**src/rtl/pong_score_keeper_pkg.sv**
```systemverilog
// Shared encodings and constants for the pong score keeper.
package pong_score_keeper_pkg;

  localparam int unsigned DIGIT_W           = 4;
  localparam logic [DIGIT_W-1:0] FLASH_CODE = 4'hF;
  localparam int unsigned DEFAULT_WIN_SCORE = 11;

  typedef enum logic [1:0] {
    ST_IDLE  = 2'd0,
    ST_SERVE = 2'd1,
    ST_PLAY  = 2'd2,
    ST_OVER  = 2'd3
  } game_state_t;

  typedef enum logic [1:0] {
    WIN_NONE = 2'b00,
    WIN_P1   = 2'b01,
    WIN_P2   = 2'b10
  } winner_t;

  function automatic logic [6:0] bcd_to_bin(input logic [DIGIT_W-1:0] tens,
                                            input logic [DIGIT_W-1:0] ones);
    return ({3'b000, tens} * 7'd10) + {3'b000, ones};
  endfunction

endpackage

```
**src/rtl/pong_score_keeper_bcd_pair_counter.sv**
```systemverilog
// Two-digit BCD score counter, saturating at 99, with registered flags for
// "score equals WIN_SCORE" and "one point short of WIN_SCORE".
module bcd_pair_counter
  import pong_score_keeper_pkg::*;
#(
  parameter int unsigned WIN_SCORE = DEFAULT_WIN_SCORE
) (
  input  logic               i_clk,
  input  logic               i_rst_n,
  input  logic               i_inc,
  input  logic               i_clr,
  output logic [DIGIT_W-1:0] o_tens,
  output logic [DIGIT_W-1:0] o_ones,
  output logic               o_at_win,
  output logic               o_one_short
);

  logic [DIGIT_W-1:0] r_tens, r_ones;
  logic [DIGIT_W-1:0] w_next_tens, w_next_ones;
  logic               r_at_win, r_one_short;
  logic [6:0]         w_next_bin;

  always_comb begin
    w_next_tens = r_tens;
    w_next_ones = r_ones;
    if (i_clr) begin
      w_next_tens = '0;
      w_next_ones = '0;
    end else if (i_inc && !(r_tens == 4'd9 && r_ones == 4'd9)) begin
      if (r_ones == 4'd9) begin
        w_next_ones = '0;
        w_next_tens = r_tens + 4'd1;
      end else begin
        w_next_ones = r_ones + 4'd1;
      end
    end
  end

  assign w_next_bin = bcd_to_bin(w_next_tens, w_next_ones);

  // Flags track the next value so the FSM sees them aligned with the digits.
  always_ff @(posedge i_clk or negedge i_rst_n) begin
    if (!i_rst_n) begin
      r_tens      <= '0;
      r_ones      <= '0;
      r_at_win    <= 1'b0;
      r_one_short <= (WIN_SCORE == 1);
    end else begin
      r_tens      <= w_next_tens;
      r_ones      <= w_next_ones;
      r_at_win    <= (w_next_bin == 7'(WIN_SCORE));
      r_one_short <= (w_next_bin == 7'(WIN_SCORE - 1));
    end
  end

  assign o_tens      = r_tens;
  assign o_ones      = r_ones;
  assign o_at_win    = r_at_win;
  assign o_one_short = r_one_short;

endmodule

```
**src/rtl/pong_score_keeper.sv**
```systemverilog
// Pong match sequencer and two-player BCD score keeper.
// Optional SCORE_FLASH_EN: winner's digits flash 4'hF while in OVER.
module pong_score_keeper
  import pong_score_keeper_pkg::*;
#(
  parameter int unsigned WIN_SCORE    = DEFAULT_WIN_SCORE,
  parameter int unsigned SERVE_DELAY  = 100_000_000,
  parameter int unsigned FLASH_PERIOD = 25_000_000
) (
  input  logic               clk,
  input  logic               reset,
  input  logic               StartGame,
  input  logic               Point1,
  input  logic               Point2,
  output logic [DIGIT_W-1:0] P1Tens,
  output logic [DIGIT_W-1:0] P1Ones,
  output logic [DIGIT_W-1:0] P2Tens,
  output logic [DIGIT_W-1:0] P2Ones,
  output logic               ServeEnable,
  output logic [1:0]         Winner,
  output logic [1:0]         GameState
);

  localparam int unsigned SCW = (SERVE_DELAY > 1) ? $clog2(SERVE_DELAY) : 1;

  if (WIN_SCORE < 1 || WIN_SCORE > 99 || SERVE_DELAY < 1 || FLASH_PERIOD < 1) begin : g_param_check
    $error("pong_score_keeper: illegal parameter value");
  end

  logic               r_start_d, r_p1_d, r_p2_d;
  logic               w_start_edge, w_p1_edge, w_p2_edge;
  logic               w_p1_inc, w_p2_inc;
  game_state_t        r_state;
  winner_t            r_winner;
  logic               r_serve_en;
  logic [SCW-1:0]     r_serve_cnt;
  logic [DIGIT_W-1:0] w_p1_tens, w_p1_ones, w_p2_tens, w_p2_ones;
  logic               w_p1_at_win, w_p2_at_win, w_p1_one_short, w_p2_one_short;

  assign w_start_edge = StartGame & ~r_start_d;
  assign w_p1_edge    = Point1 & ~r_p1_d;
  assign w_p2_edge    = Point2 & ~r_p2_d;
  assign w_p1_inc     = (r_state == ST_PLAY) & w_p1_edge & ~w_p2_edge & ~w_start_edge;
  assign w_p2_inc     = (r_state == ST_PLAY) & w_p2_edge & ~w_p1_edge & ~w_start_edge;

  always_ff @(posedge clk or negedge reset) begin
    if (!reset) begin
      r_start_d <= 1'b0;
      r_p1_d    <= 1'b0;
      r_p2_d    <= 1'b0;
    end else begin
      r_start_d <= StartGame;
      r_p1_d    <= Point1;
      r_p2_d    <= Point2;
    end
  end

  bcd_pair_counter #(.WIN_SCORE(WIN_SCORE)) u_p1 (
    .i_clk(clk), .i_rst_n(reset), .i_inc(w_p1_inc), .i_clr(w_start_edge),
    .o_tens(w_p1_tens), .o_ones(w_p1_ones),
    .o_at_win(w_p1_at_win), .o_one_short(w_p1_one_short)
  );

  bcd_pair_counter #(.WIN_SCORE(WIN_SCORE)) u_p2 (
    .i_clk(clk), .i_rst_n(reset), .i_inc(w_p2_inc), .i_clr(w_start_edge),
    .o_tens(w_p2_tens), .o_ones(w_p2_ones),
    .o_at_win(w_p2_at_win), .o_one_short(w_p2_one_short)
  );

  always_ff @(posedge clk or negedge reset) begin
    if (!reset) begin
      r_state     <= ST_IDLE;
      r_winner    <= WIN_NONE;
      r_serve_en  <= 1'b0;
      r_serve_cnt <= '0;
    end else begin
      r_serve_en <= 1'b0;
      if (w_start_edge) begin
        r_state     <= ST_SERVE;
        r_serve_cnt <= '0;
        r_winner    <= WIN_NONE;
      end else begin
        case (r_state)
          ST_IDLE: ;
          ST_SERVE: begin
            if (r_serve_cnt == SCW'(SERVE_DELAY - 1)) begin
              r_state     <= ST_PLAY;
              r_serve_cnt <= '0;
              r_serve_en  <= 1'b1;
            end else begin
              r_serve_cnt <= r_serve_cnt + 1'b1;
            end
          end
          ST_PLAY: begin
            // one_short means this increment lands exactly on WIN_SCORE
            if (w_p1_inc && w_p1_one_short) begin
              r_state  <= ST_OVER;
              r_winner <= WIN_P1;
            end else if (w_p2_inc && w_p2_one_short) begin
              r_state  <= ST_OVER;
              r_winner <= WIN_P2;
            end else if (w_p1_edge || w_p2_edge) begin
              r_state     <= ST_SERVE;
              r_serve_cnt <= '0;
            end else begin
              r_serve_en <= 1'b1;
            end
          end
          ST_OVER: r_winner <= winner_t'({w_p2_at_win, w_p1_at_win});
          default: r_state <= ST_IDLE;
        endcase
      end
    end
  end

  assign ServeEnable = r_serve_en;
  assign Winner      = r_winner;
  assign GameState   = r_state;

`ifdef SCORE_FLASH_EN
  localparam int unsigned FCW = (FLASH_PERIOD > 1) ? $clog2(FLASH_PERIOD) : 1;

  logic [FCW-1:0] r_flash_cnt;
  logic           r_phase;
  logic           w_p1_flash, w_p2_flash;

  always_ff @(posedge clk or negedge reset) begin
    if (!reset) begin
      r_flash_cnt <= '0;
      r_phase     <= 1'b0;
    end else if (r_state != ST_OVER || w_start_edge) begin
      r_flash_cnt <= '0;
      r_phase     <= 1'b0;
    end else if (r_flash_cnt == FCW'(FLASH_PERIOD - 1)) begin
      r_flash_cnt <= '0;
      r_phase     <= ~r_phase;
    end else begin
      r_flash_cnt <= r_flash_cnt + 1'b1;
    end
  end

  assign w_p1_flash = r_phase && (r_winner == WIN_P1);
  assign w_p2_flash = r_phase && (r_winner == WIN_P2);
  assign P1Tens = w_p1_flash ? FLASH_CODE : w_p1_tens;
  assign P1Ones = w_p1_flash ? FLASH_CODE : w_p1_ones;
  assign P2Tens = w_p2_flash ? FLASH_CODE : w_p2_tens;
  assign P2Ones = w_p2_flash ? FLASH_CODE : w_p2_ones;
`else
  assign P1Tens = w_p1_tens;
  assign P1Ones = w_p1_ones;
  assign P2Tens = w_p2_tens;
  assign P2Ones = w_p2_ones;
`endif

endmodule

```
**config.mk**
```make
export PLATFORM = sky130hd
export DESIGN_NAME = pong_score_keeper
export DESIGN_NICKNAME = d
export VERILOG_FILES = /design/src/rtl/pong_score_keeper_pkg.sv /design/src/rtl/pong_score_keeper_bcd_pair_counter.sv /design/src/rtl/pong_score_keeper.sv
export SDC_FILE = /design/constraint.sdc
export NUM_CORES = 1
export LEC_CHECK = 0
export BUFFER_PORTS_ARGS = -buffer_cell sky130_fd_sc_hd__buf_4
export CORE_MARGIN = 2
export CORE_UTILIZATION = 61
export DETAILED_ROUTE_END_ITERATION = 6
export HOLD_SLACK_MARGIN = 0.05
export PLACE_DENSITY = 0.81
export SLEW_MARGIN = 10
export SYNTH_ARGS = -nofsm -noshare
export SYNTH_HDL_FRONTEND = slang
export SYNTH_SLANG_ARGS = --single-unit
```
**constraint.sdc**
```tcl
create_clock -name clk -period 4.5 [get_ports clk]
set_input_delay 0 -clock clk [delete_from_list [all_inputs] [get_ports clk]]
set_output_delay 0 -clock clk [all_outputs]
set_load 0.1 [all_outputs]
```
# Word-level counts from Yosys, hierarchy flattened
# Index checks and enable logic that the tools add are counted.
[op_classes] n_bitwise=15 eq_ne=18 muxes=34 n_addsub=7 n_reduce_logical=14 n_mul=2
[op_table] op="27-bit 2-to-1 mux" n=5
[op_table] op="27-bit case mux with 2 select lines" n=1
[op_table] op="4-bit 2-to-1 mux" n=12
[op_table] op="7-bit by 4-bit == test with 1-bit output (second input constant)" n=4
[op_table] op="27-bit by 1-bit adder with 27-bit output (second input constant)" n=1
[op_table] op="27-bit == test (second input constant)" n=1
[op_table] op="4-bit by 1-bit adder with 4-bit output (second input constant)" n=4
[op_table] op="4-bit == test (second input constant)" n=4
[op_table] op="2-bit 2-to-1 mux" n=8
[op_table] op="7-bit by 4-bit adder with 7-bit output" n=2
[op_table] op="4-bit by 3-bit multiplier with 6-bit output (second input constant)" n=2
[op_table] op="1-bit AND" n=9
[op_table] op="3-bit != test (second input constant)" n=3
[op_table] op="2-bit case mux with 2 select lines" n=2
[op_table] op="1-bit logical AND" n=6
[op_table] op="1-bit NOT" n=6
[op_table] op="3-bit nonzero test" n=2
[op_table] op="1-bit 2-to-1 mux" n=5
[op_table] op="5-bit by 2-bit != test with 1-bit output (second input constant)" n=1
[op_table] op="2-bit == test (second input constant)" n=2
[op_table] op="4-bit by 2-bit != test with 1-bit output (second input constant)" n=1
[op_table] op="4-bit AND reduction" n=1
[op_table] op="3-bit by 2-bit != test with 1-bit output (second input constant)" n=1
[op_table] op="3-bit AND reduction" n=1
[op_table] op="other kinds (5)" n=6
[totals] reg_bits=55 out_inout_bits=21 in_bits=5

# Depth between registers and ports, before layout
[depth] depth_word=11 ltp_mapped=17 ltp_nobuf=15

# Hierarchy
# A second synthesis with hierarchy kept.
[hier_totals] hier_cells=396 hier_area_um2=3694.8
[modules_own_cells] mod="pong_score_keeper" seq_area_each_um2=875.8 area_per_inst_um2=2033.2 cells_per_inst=233 n_inst=1
[modules_own_cells] mod="bcd_pair_counter (u_p1)" seq_area_each_um2=250.2 area_per_inst_um2=832.0 cells_per_inst=82 n_inst=1
[modules_own_cells] mod="bcd_pair_counter (u_p2)" seq_area_each_um2=250.2 area_per_inst_um2=829.5 cells_per_inst=81 n_inst=1

# Worst setup path before layout
# Ideal clock, no wire load.
[synth_path] path_type="register to register" start="register r_state[1], in the netlist GameState[1]" end="register u_p1.r_at_win, in the netlist u_p1.o_at_win" required_ns=4.366 setup_slack_ns=0.221 synth_period_minus_slack_ns=4.279 path_stages_with_launch=16 arrival_ns=4.144 path_buffers=2 path_cell_list="dfrtp_1 -> ha_1 -> buf_4 -> inv_2 -> nor4_2 -> and3_1 -> clkbuf_1 -> nand2_1 -> o211a_1 -> ha_1 -> ha_1 -> fa_1 -> nand2_1 -> or3_1 -> a211oi_1 -> nor4b_1"
[synth_between] elab_chain_len=10 word_cells_on_any_way=12 cone_classes="add/sub: 1; mul: 1; eq/ne: 2; mux: 4; bitwise: 3; reduce/logical: 1"
[synth_lines] item="start, declared" line="pong_score_keeper.sv:33" rtl="game_state_t r_state;"
[synth_lines] item="start signal, assigned" line="pong_score_keeper.sv:72" rtl="r_state <= ST_IDLE;"
[synth_lines] item="start signal, assigned" line="pong_score_keeper.sv:79" rtl="r_state <= ST_SERVE;"
[synth_lines] item="start signal, assigned" line="pong_score_keeper.sv:87" rtl="r_state <= ST_PLAY;"
[synth_lines] item="2-bit == test" line="pong_score_keeper.sv:43" rtl="assign w_p1_inc = (r_state == ST_PLAY) & w_p1_edge & ~w_p2_edge & ~w_start_edge;"
[synth_lines] item="1-bit AND (3 in a row)" line="pong_score_keeper.sv:43"
[synth_lines] item="1-bit logical AND" line="pong_score_keeper_bcd_pair_counter.sv:29" rtl="end else if (i_inc && !(r_tens == 4'd9 && r_ones == 4'd9)) begin"
[synth_lines] item="4-bit 2-to-1 mux" line="pong_score_keeper_bcd_pair_counter.sv:29"
[synth_lines] item="4-bit 2-to-1 mux" line="pong_score_keeper_bcd_pair_counter.sv:26" rtl="if (i_clr) begin"
[synth_lines] item="net u_p1.w_next_tens[1]" line="pong_score_keeper_bcd_pair_counter.sv:19" rtl="logic [DIGIT_W-1:0] w_next_tens, w_next_ones;"
[synth_lines] item="4-bit by 3-bit multiplier with 6-bit output" line="pong_score_keeper_pkg.sv:23" rtl="return ({3'b000, tens} * 7'd10) + {3'b000, ones};"
[synth_lines] item="7-bit by 4-bit adder with 7-bit output" line="pong_score_keeper_pkg.sv:23"
[synth_lines] item="7-bit by 4-bit == test with 1-bit output" line="pong_score_keeper_bcd_pair_counter.sv:51" rtl="r_at_win <= (w_next_bin == 7'(WIN_SCORE));"
[synth_lines] item="end signal, assigned" line="pong_score_keeper_bcd_pair_counter.sv:51"
[synth_lines] item="end, declared" line="pong_score_keeper_bcd_pair_counter.sv:20" rtl="logic r_at_win, r_one_short;"
# The timed path passes the listed nets, and every way through them passes these cells.
# A chain may end at the register's enable or synchronous reset.

# Worst setup path in the final report
[layout_path] start="register r_state[0], in the netlist GameState[0]" end="register u_p1.r_at_win, in the netlist u_p1.o_at_win"
# The elaborated chain is that of the path after synthesis.

==> metrics.md <==
| Metric | Value |
|---|---|
| Outcome | `finished, final reports clean` |
| Final core occ | `68.1%` |
| Placed inst area | `0.00384 mm²` |
| Max cap viols | `0` |
| TritonCTS Sinks | `55` |
| TritonRoute pass-1 iters | `4` |
| Final number of setup-violating endpoints | `0` |
| Largest family of logic cells by synthesized area | `simple AND/OR/NAND/NOR gates` |
| DP HPWL | `5.64 mm` |
| Clk slew on worst S/H paths | `0.10 ns` |
| Syn Nets | `412` |
| Initial drt markers | `184` |
| Slowest stage delay, CP | `0.58 ns` |
| Finished Cell Area | `0.00398 mm²` |
| Worst EP arrival | `4.24 ns` |
| Peak Freq | `0.247 GHz` |
| Largest net degree at the start of global routing | `56` |
| Power Total | `1.47 mW` |
| R2R Setup Slk | `0.45 ns` |
| Die extent in x | `81.2 µm` |
| Hold Vio Cnt, Final | `0` |
| Fin crit period | `4.05 ns` |
| Pre-CTS WS | `0.487 ns` |
| Slew @ Worst Pin | `0.730 ns` |
| DRC | `0` |
| WP buf/inv | `2` |
| Grt total ovfl | `0` |
| Final Max Slew Viols | `0` |
| XOR/XNOR Fraction of Synth Area | `3.03%` |
| Port Buffers | `25` |
| Power per cell area | `368 mW/mm²` |
| CP startpoint | `GameState[0]$_DFFE_PN0P_` |
| CP Launch Type | `register` |
| Die footprint | `0.00659 mm²` |
| Slew HR | `51.2%` |
| Final setup margin | `0.450 ns` |
| Delay-heaviest family, CP | `adder cells` |
| Critical path endpoint category | `register` |
| TNS Setup | `0 ns` |
| Async SR Flop Fraction | `100%` |
| Worst path required time | `4.69 ns` |
| H-Tree Level Count | `2` |
| First-pass GRT wire length | `13.6 mm` |
| Commonest non-fill, non-tap cells in the layout | `55 x dfrtp_1, 27 x buf_4, 24 x nand2_1, 24 x ha_1` |
| Cell leakage power | `1.75 nW` |
| TritonCTS buffer count | `5` |
| Worst-skew pair later-pin latency | `0.31 ns` |
| Worst Setup EP | `u_p1.o_at_win$_DFF_PN0_` |
| Peak supply drop | `240 µV` |
| Mux cell area share after synthesis | `1.72%` |
| Initial antenna violation count | `0` |
| GP Congestion | `0.857` |
| Worst min-delay path class | `input pin to asynchronous set/reset pin` |
| Core Area | `0.00585 mm²` |
| Area growth, synth to finish | `9.53%` |
| Root buf cell | `clkbuf_8` |
| Cell variety after synth | `62` |
| Hold Slack | `0.244 ns` |
| Routed wire length | `7.83 mm` |
| Post-Syn Instances | `379` |
| Ports | `26` |
| Warnings from Yosys | `0` |
| Mapped Area | `0.00364 mm²` |
| Final ANT Viol Nets | `0` |
| Compound-Gate Fraction of Synth Area | `15.4%` |
| Total setup buffers inserted after CTS | `0` |
| Worst R2R Path Depth | `14` |
| RSZ-0062 raised after global routing | `false` |
| Crit-path max FO | `11` |
| CP max stage cell | `fa_1` |
| Adder-cell share of the synthesized area | `10.5%` |
| Layout cell share with drive strength beyond 1 | `14.4%` |
| ANT cells | `0` |
| Sequential fraction of the synthesis area | `37.9%` |
| Synth Register Bits | `55` |
| Most frequent CP cell | `ha_1` |
| Fin cells | `477` |
| Number of global-route vias before repair | `2,866` |
| Critical path type | `register to register` |
| FF-to-FF Start | `GameState[0]$_DFFE_PN0P_` |
| CP Cell Sequence | `inv_1, ha_1, inv_2, nor4_2, and3_1, nand2_1, o211a_1, ha_1, ha_1, fa_1, nand2_1, or3_1, a211oi_1, nor4b_1` |
| Initial core utilization | `62.1%` |
| GR Util All Layers | `26.4%` |
| CTS tree | `built` |
| Clk_skew | `0.0131 ns` |
| Commonest non-fill, non-tap cell in the layout | `dfrtp_1` |
| Mapped Avg Cell Area | `9.59 µm²` |
| Placed insts | `465` |
| Die Y | `81.2 µm` |
| Via-to-Cell Ratio | `6.25` |
| Num rows | `28` |
| Worst r2r dst | `u_p1.o_at_win$_DFF_PN0_` |
| Crit path depth | `14` |
| Routed length per instance | `16.4 µm` |
| Via count | `2,980` |
| Post-layout net count | `434` |
| Clock buffer depth | `2` |
| Post-synth EDFFs | `0` |
| Fin crit share | `90.0%` |
| Post-Synth Simple-Gate Area | `26.9%` |
| Top FF cell, synth | `dfrtp_1` |
-- cell families (layout without fill, tap and decap cells) --
logic type      count (synthesis)  count (layout)
fa+ha+maj                      28              28
buf+inv                        37              60
xor+xnor                       11              11
flops                          55              55
compound gates                 84              84
mux                             6               6
simple gates                  158             158
-- synthesized netlist by cell type (all sizes together), types with 5 or more instances --
library cell / number / share of area [%]
and3: 9 / 1.7
nand4: 13 / 2.6
clkbuf: 5 / 0.52
dfrtp: 55 / 38
nor4: 7 / 2.0
inv: 21 / 2.2
nor3b: 5 / 1.0
xnor2: 6 / 1.4
nand2b: 5 / 0.86
nor2: 20 / 2.1
nand3b: 6 / 1.2
a21oi: 21 / 3.1
a31oi: 11 / 2.5
o21ai: 22 / 3.0
nand3: 18 / 3.0
buf: 11 / 2.0
nand2: 24 / 2.5
ha: 24 / 8.3
nor4b: 5 / 1.4
nor3: 14 / 2.1
or4: 12 / 2.7
or3: 8 / 1.4
o31ai: 5 / 1.0
-- metal layers --
| metal | vias to the layer above | global-route usage (%) | routed length (µm) |
|---|---|---|---|
| met5 | - | 0 | 0 |
| met4 | 0 | 6.44 | 60 |
| met3 | 6 | 4.11 | 260 |
| met2 | 62 | 45.6 | 3940 |
| met1 | 1456 | 34.7 | 3560 |
| li1 | 1456 | - | - |
-- power by group --
group	total, mW	internal (mW)	switching (mW)
Sequential	0.577	0.533	0.0438
Clock	0.302	0.141	0.161
Combinational	0.587	0.158	0.429
-- worst min-delay path by stage --
stage,to,depth (start not counted),slack (ns)
after floorplan,GameState[0]$_DFFE_PN0P_,0,-0.30
after global placement,r_serve_cnt[0]$_DFFE_PN0P_,1,0.1
after detailed placement,r_serve_cnt[0]$_DFFE_PN0P_,1,0.09
after CTS,r_serve_cnt[0]$_DFFE_PN0P_,2,0.31
after global routing,r_serve_cnt[9]$_DFFE_PN0P_,2,0.34
final,r_serve_cnt[0]$_DFFE_PN0P_,2,0.24
-- repair_timing --
item	4_1_cts	5_1_grt
hold endpoints to repair	58	0
resized for setup	0	0
hold buffers	4	0
-- state kept, by name, summed over array words and instances, names as in the netlist, 2 cells and up --
signal,cells
r_serve_cnt,27
u_p1.o_ones,4
u_p1.o_tens,4
u_p2.o_ones,4
u_p2.o_tens,4
GameState,2
Winner,2
-- area by class of cell --
type                            instances  area, µm²
Fill cell                             464       1870
Sequential cell                        55       1380
Tap cell                               75       93.8
Multi-Input combinational cell        287       2090
Clock buffer                            8        100
Timing Repair Buffer                   31        243
Inverter                               21       78.8
No activity file was read; power rests on OpenSTA's default activity.
